--- config.mk ---
export PLATFORM = sky130hd
export DESIGN_NAME = cios_sequencer_flat
export DESIGN_NICKNAME = d
export VERILOG_FILES = /design/src/rtl/cios_sequencer_if.sv /design/src/rtl/cios_sequencer.sv /design/src/flat_wrapper.sv
export SDC_FILE = /design/constraint.sdc
export NUM_CORES = 1
export LEC_CHECK = 0
export CAP_MARGIN = 20
export CORE_MARGIN = 2
export CORE_UTILIZATION = 30
export CTS_BUF_LIST = sky130_fd_sc_hd__clkbuf_2
export CTS_CLUSTER_DIAMETER = 50
export DETAILED_ROUTE_END_ITERATION = 6
export GPL_ROUTABILITY_DRIVEN = 0
export MAX_ROUTING_LAYER = met4
export SLEW_MARGIN = 20
export SYNTH_ARGS = -nofsm -noshare
export SYNTH_HDL_FRONTEND = slang
export SYNTH_SLANG_ARGS = --single-unit
export TNS_END_PERCENT = 10
--- constraint.sdc ---
create_clock -name clk -period 3.05 [get_ports clk]
set_input_delay 0.61 -clock clk [delete_from_list [all_inputs] [get_ports clk]]
set_output_delay 0.61 -clock clk [all_outputs]
set_load 0.1 [all_outputs]
--- src/rtl/cios_sequencer_if.sv ---
`timescale 1ns/1ps
// Control bundle between the CIOS sequencer and the block that launches it.
// The sequencer consumes start/stall and drives status, indices and cell strobes.
interface cios_sequencer_if #(
  parameter int IDX_W = 4
);
  logic             start;
  logic             stall;
  logic             busy;
  logic             done;
  logic [IDX_W-1:0] i_idx;
  logic [IDX_W-1:0] j_idx;
  logic             mul_en;
  logic             alpha_en;
  logic             m_en;
  logic             red_en;
  logic             sub_en;
  logic             last_j;

  modport master (
    output start, stall,
    input  busy, done, i_idx, j_idx,
    input  mul_en, alpha_en, m_en, red_en, sub_en, last_j
  );

  modport slave (
    input  start, stall,
    output busy, done, i_idx, j_idx,
    output mul_en, alpha_en, m_en, red_en, sub_en, last_j
  );
endinterface

--- src/rtl/cios_sequencer.sv ---
`timescale 1ns/1ps
// Word-serial CIOS Montgomery control sequencer: steps i/j through multiply, fold,
// m-computation, reduction and final subtract, with drain gaps (CELL_LAT >= 1).
module cios_sequencer #(
  parameter int S        = 8,
  parameter int CELL_LAT = 2,
  parameter int M_LAT    = 2,
  parameter int IDX_W    = $clog2(S + 1)
) (
  input logic             clk,
  input logic             rst,
  cios_sequencer_if.slave bus
);

  localparam int CNT_MAX = (CELL_LAT > M_LAT) ? CELL_LAT : M_LAT;
  localparam int CNT_W   = (CNT_MAX < 2) ? 1 : $clog2(CNT_MAX + 1);

  localparam logic [IDX_W-1:0] J_LAST = IDX_W'(S - 1);
  localparam logic [IDX_W-1:0] J_FOLD = IDX_W'(S);
  localparam logic [CNT_W-1:0] DRAIN_END = CNT_W'(CELL_LAT - 1);
  localparam logic [CNT_W-1:0] MLAT_END  = CNT_W'(M_LAT);

  typedef enum logic [3:0] {
    ST_IDLE,
    ST_MUL,
    ST_MFOLD,
    ST_DRAIN_A,
    ST_MCOMP,
    ST_RED,
    ST_RFOLD,
    ST_DRAIN_B,
    ST_FSUB,
    ST_FDRAIN,
    ST_DONE
  } state_e;

  state_e           state_q, state_d;
  logic [IDX_W-1:0] i_q, i_d;
  logic [IDX_W-1:0] j_q, j_d;
  logic [CNT_W-1:0] cnt_q, cnt_d;

  logic busy_q, done_q;
  logic mul_q, alpha_q, m_q, red_q, sub_q, last_q;

  logic mul_d, alpha_d, m_d, red_d, sub_d, last_d, busy_d, done_d;

  // NOTE: every always_comb target gets a default first, so no path can infer a latch.
  always_comb begin
    state_d = state_q;
    i_d     = i_q;
    j_d     = j_q;
    cnt_d   = cnt_q;
    if (!bus.stall) begin
      unique case (state_q)
        ST_IDLE: begin
          if (bus.start) begin
            state_d = ST_MUL;
            i_d     = '0;
            j_d     = '0;
            cnt_d   = '0;
          end
        end
        ST_MUL: begin
          if (j_q == J_LAST) begin
            state_d = ST_MFOLD;
            j_d     = J_FOLD;
          end else begin
            j_d = j_q + IDX_W'(1);
          end
        end
        ST_MFOLD: begin
          state_d = ST_DRAIN_A;
          j_d     = '0;
          cnt_d   = '0;
        end
        ST_DRAIN_A: begin
          if (cnt_q == DRAIN_END) begin
            state_d = ST_MCOMP;
            cnt_d   = '0;
          end else begin
            cnt_d = cnt_q + CNT_W'(1);
          end
        end
        ST_MCOMP: begin
          // cnt 0 is the m_en issue; cnt 1..M_LAT wait for the m-unit result.
          if (cnt_q == MLAT_END) begin
            state_d = ST_RED;
            j_d     = '0;
            cnt_d   = '0;
          end else begin
            cnt_d = cnt_q + CNT_W'(1);
          end
        end
        ST_RED: begin
          if (j_q == J_LAST) begin
            state_d = ST_RFOLD;
            j_d     = J_FOLD;
          end else begin
            j_d = j_q + IDX_W'(1);
          end
        end
        ST_RFOLD: begin
          state_d = ST_DRAIN_B;
          j_d     = '0;
          cnt_d   = '0;
        end
        ST_DRAIN_B: begin
          if (cnt_q == DRAIN_END) begin
            cnt_d = '0;
            j_d   = '0;
            if (i_q == J_LAST) begin
              state_d = ST_FSUB;
            end else begin
              state_d = ST_MUL;
              i_d     = i_q + IDX_W'(1);
            end
          end else begin
            cnt_d = cnt_q + CNT_W'(1);
          end
        end
        ST_FSUB: begin
          if (j_q == J_FOLD) begin
            state_d = ST_FDRAIN;
            j_d     = '0;
            cnt_d   = '0;
          end else begin
            j_d = j_q + IDX_W'(1);
          end
        end
        ST_FDRAIN: begin
          if (cnt_q == DRAIN_END) begin
            state_d = ST_DONE;
            cnt_d   = '0;
          end else begin
            cnt_d = cnt_q + CNT_W'(1);
          end
        end
        ST_DONE: state_d = ST_IDLE;
        default: state_d = ST_IDLE;
      endcase
    end
  end

  // Strobes are decoded from the next state so the registered copy lines up with it.
  always_comb begin
    mul_d   = (state_d == ST_MUL);
    alpha_d = (state_d == ST_MFOLD) || (state_d == ST_RFOLD);
    m_d     = (state_d == ST_MCOMP) && (cnt_d == '0);
    red_d   = (state_d == ST_RED);
    sub_d   = (state_d == ST_FSUB);
    last_d  = ((mul_d || red_d) && (j_d == J_LAST)) || alpha_d ||
              (sub_d && (j_d == J_FOLD));
    busy_d  = (state_d != ST_IDLE);
    done_d  = (state_d == ST_DONE);
  end

  // NOTE: asynchronous reset clears state and outputs at once; all state uses non-blocking <=.
  always_ff @(posedge clk or posedge rst) begin
    if (rst) begin
      state_q <= ST_IDLE;
      i_q     <= '0;
      j_q     <= '0;
      cnt_q   <= '0;
      busy_q  <= 1'b0;
      done_q  <= 1'b0;
      mul_q   <= 1'b0;
      alpha_q <= 1'b0;
      m_q     <= 1'b0;
      red_q   <= 1'b0;
      sub_q   <= 1'b0;
      last_q  <= 1'b0;
    end else begin
      state_q <= state_d;
      i_q     <= i_d;
      j_q     <= j_d;
      cnt_q   <= cnt_d;
      busy_q  <= busy_d;
      done_q  <= done_d;
      mul_q   <= mul_d;
      alpha_q <= alpha_d;
      m_q     <= m_d;
      red_q   <= red_d;
      sub_q   <= sub_d;
      last_q  <= last_d;
    end
  end

  // NOTE: stall must silence the issue in the very cycle it is raised, so the
  // registered strobes are masked combinationally; the held registers replay it later.
  assign bus.mul_en   = mul_q   & ~bus.stall;
  assign bus.alpha_en = alpha_q & ~bus.stall;
  assign bus.m_en     = m_q     & ~bus.stall;
  assign bus.red_en   = red_q   & ~bus.stall;
  assign bus.sub_en   = sub_q   & ~bus.stall;
  assign bus.last_j   = last_q  & ~bus.stall;
  assign bus.busy     = busy_q;
  assign bus.done     = done_q;
  assign bus.i_idx    = i_q;
  assign bus.j_idx    = j_q;

endmodule

--- src/flat_wrapper.sv ---
// flat-port wrapper written by rule: the top's interface ports become plain ports
module cios_sequencer_flat 
#(
  parameter int S        = 8,
  parameter int CELL_LAT = 2,
  parameter int M_LAT    = 2,
  parameter int IDX_W    = $clog2(S + 1)
)
  (clk, rst, bus_start, bus_stall, bus_busy, bus_done, bus_i_idx, bus_j_idx, bus_mul_en, bus_alpha_en, bus_m_en, bus_red_en, bus_sub_en, bus_last_j);
  cios_sequencer_if #(.IDX_W(IDX_W)) bus_i ();
  input logic clk;
  input logic rst;
  input wire logic [$bits(bus_i.start)-1:0] bus_start;
  input wire logic [$bits(bus_i.stall)-1:0] bus_stall;
  output wire logic [$bits(bus_i.busy)-1:0] bus_busy;
  output wire logic [$bits(bus_i.done)-1:0] bus_done;
  output wire logic [$bits(bus_i.i_idx)-1:0] bus_i_idx;
  output wire logic [$bits(bus_i.j_idx)-1:0] bus_j_idx;
  output wire logic [$bits(bus_i.mul_en)-1:0] bus_mul_en;
  output wire logic [$bits(bus_i.alpha_en)-1:0] bus_alpha_en;
  output wire logic [$bits(bus_i.m_en)-1:0] bus_m_en;
  output wire logic [$bits(bus_i.red_en)-1:0] bus_red_en;
  output wire logic [$bits(bus_i.sub_en)-1:0] bus_sub_en;
  output wire logic [$bits(bus_i.last_j)-1:0] bus_last_j;
  assign bus_i.start = bus_start;
  assign bus_i.stall = bus_stall;
  assign bus_busy = bus_i.busy;
  assign bus_done = bus_i.done;
  assign bus_i_idx = bus_i.i_idx;
  assign bus_j_idx = bus_i.j_idx;
  assign bus_mul_en = bus_i.mul_en;
  assign bus_alpha_en = bus_i.alpha_en;
  assign bus_m_en = bus_i.m_en;
  assign bus_red_en = bus_i.red_en;
  assign bus_sub_en = bus_i.sub_en;
  assign bus_last_j = bus_i.last_j;
  cios_sequencer #(.S(S), .CELL_LAT(CELL_LAT), .M_LAT(M_LAT), .IDX_W(IDX_W)) u_core (.clk(clk), .rst(rst), .bus(bus_i));
endmodule
==> run metrics <==
R2R Setup Slk=0.79 ns; Clock Sink Count=22; post-CTS sizing=0; Syn Area/Cell=9.41 um^2; die area=5730 um^2; hold_buf cts=0; critical path peak fanout=11; clk buf depth=2; fin nets=191; Slew HR=44.4%; fin crit share=76.5%; mapped cell area=1540 um^2; Cell Area, Placed=1830 um^2; endpoints failing hold=0; Total Routing Usage GR=14.0%; core area=5040 um^2; fin crit period=2.33 ns; Simple-Gate Fraction of Synth Area=30.8%; Synth cell types=57; worst-skew pair later-pin latency=0.33 ns; first-pass GRT wire length=5.95 mm; Max Transition Viols Final=0; root buffer cell=clkbuf_2; Clock Skews=0.00211 ns; Die Ht=75.7 um; post-CTS setup buffer count=0; Area Growth Syn to Fin=21.6%; largest net degree at the start of global routing=23; Via density=5.31; status=finished, final reports clean; # DRC=0; Setup TNS Final=0 ns; predominant post-synthesis flop cell=dfrtp_1; maximum VDD drop=0.358 mV; Post-Place Worst Slack=0.569 ns; most common cell after layout, fill and taps aside=dfrtp_1; H-tree depth=1; total of max-cap violations=0; CP Capture Type=output pin; P_leak=0.000825 uW; Ports=20; unrepaired setup endpoints after global routing=no; Final HPWL DP=2.61 mm; CTS Buf Count=3; Synth Area in XOR/XNOR=0%; P per Cell Area=834 nW/um^2; worst hold path class=reg2reg; grt total ovfl=0; DRT iter0 DRCs=92; drt first pass iters=4; num rows=26; sequential-to-total area share from yosys stat=35.7%; number of port buffers=19; Worst Path Arrival=1.72 ns; ANT cells=0; Yosys Warn Count=0; largest family of logic cells by synthesized area=simple AND/OR/NAND/NOR gates; WL/cell=13.9 um; Post-DRT Antenna Nets=0; slowest CP cell=clkdlybuf4s50_1; EDFF count, synth=0; number of antenna violations at the first check in global routing=0; width of the die=75.7 um; worst path bufs/invs=3; commonest cells after routing, fill and taps aside=dfrtp_1 (22), buf_4 (16), nor2_1 (12); Async S/R FF share, synth=100%; Synth Register Bits=22; Final Instance Area=1880 um^2; Worst Tran Pin Value=0.834 ns; starting density of the core=30.6%; slowest stage delay, CP=0.44 ns; share of cells above drive strength 1=22.4%; Routed WL=3.51 mm; crit path kind=in2out; CTS tree=done; Crit path required time=2.44 ns; vias after detailed routing=1344; Synthesized Nets=171; setup violators final=0; critical-path cell list=clkdlybuf4s50_1, buf_4, nor2b_1, buf_12; Synth Area in Compound Gates=22.5%; Synth Instances=164; Post-Synth Adder-Cell Area=2.43%; Max Freq=429 MHz; Clock transition at path regs=0.22 ns; top cell family by delay on the critical path=buffers and inverters; Worst Setup Slack, final=0.718 ns; vias in the first global route=1276; crit path launch type=primary input; post-synthesis mux area share=2.03%
## Yosys cell counts (4+ instances only)
| cell | instances | area (um^2) |
|---|---|---|
| nand2_1 | 7 | 26.3 |
| nand2b_1 | 7 | 43.8 |
| nor4_1 | 4 | 25.0 |
| and2_1 | 4 | 25.0 |
| buf_2 | 5 | 25.0 |
| nor2_1 | 12 | 45.0 |
| inv_1 | 8 | 30.0 |
| dfrtp_1 | 22 | 551 |
| nand3_1 | 4 | 20.0 |
| nor2b_1 | 10 | 62.6 |
| o22ai_1 | 4 | 25.0 |
| o21ai_0 | 7 | 35.0 |
## worst reg2reg max path, delay by kind of cell (launching register included)
family / cells / cell delay [ns]
AOI/OAI and AO/OA: 4 / 1.02
DFF: 1 / 0.83
and+or+nand+nor: 2 / 0.36
## cell families after synthesis
logic type	after synthesis
buffers and inverters	18
muxes	3
and+or+nand+nor	74
adders and majority gates	3
AOI/OAI and AO/OA	44
DFF	22
## sequential cells by signal (all words and copies together) (netlist names)
register	flops
u_core.mul_q	1
u_core.m_q	1
u_core.sub_q	1
u_core.cnt_q	2
u_core.bus.j_idx	4
u_core.bus.done	1
u_core.last_q	1
u_core.bus.i_idx	4
u_core.state_q	4
u_core.red_q	1
u_core.alpha_q	1
u_core.bus.busy	1
## through the flow
step                      hold WS, ns  utilization [%]  cells  power [uW]
final                           0.518             37.2    253        1560
after detailed placement        0.497             36.3    249        1360
after global placement          0.492             36.3    249        1360
after global routing            0.550             37.2    253        1670
after CTS                       0.525             37.2    253        1570
after floorplan                 0.555                -    164        1160
## per-layer routing
layer | part of all wire (%) | wire [um] | GRT usage, % | vias to the layer above
met1 | 48 | 1670 | 18.6 | 661
li1 | - | - | - | 652
met4 | 1.6 | 55 | 3.51 | 0
met3 | 3.4 | 118 | 3.70 | 6
met5 | 0 | 0 | - | -
met2 | 47 | 1660 | 21.2 | 25
## cell type report
class / instances / area, um^2
multi-input combinational: 124 / 892
clock inverter: 1 / 30.0
clock buffer: 3 / 15.0
fill: 509 / 3170
inverter: 8 / 30.0
tap: 70 / 87.6
sequential: 22 / 551
timing repair buffer: 25 / 270
## report_power, final
group | internal (uW) | switching (uW) | total [uW]
sequential | 357 | 92.3 | 450
combinational | 302 | 606 | 907
clock | 113 | 94.8 | 208
total | 772 | 793 | 1560
## path summary, 6_finish.rpt
kind,start,to,cells past startpoint
max,bus_stall,bus_alpha_en,4
max reg2reg,u_core.state_q[1],u_core.last_q,6
min,u_core.bus.i_idx[3],u_core.bus.i_idx[3],1
min reg2reg,u_core.bus.i_idx[3],u_core.bus.i_idx[3],1
max in group asynchronous,rst,u_core.state_q[1],2
min in group asynchronous,rst,u_core.bus.i_idx[0],2
(Power assumes the default switching activity.)
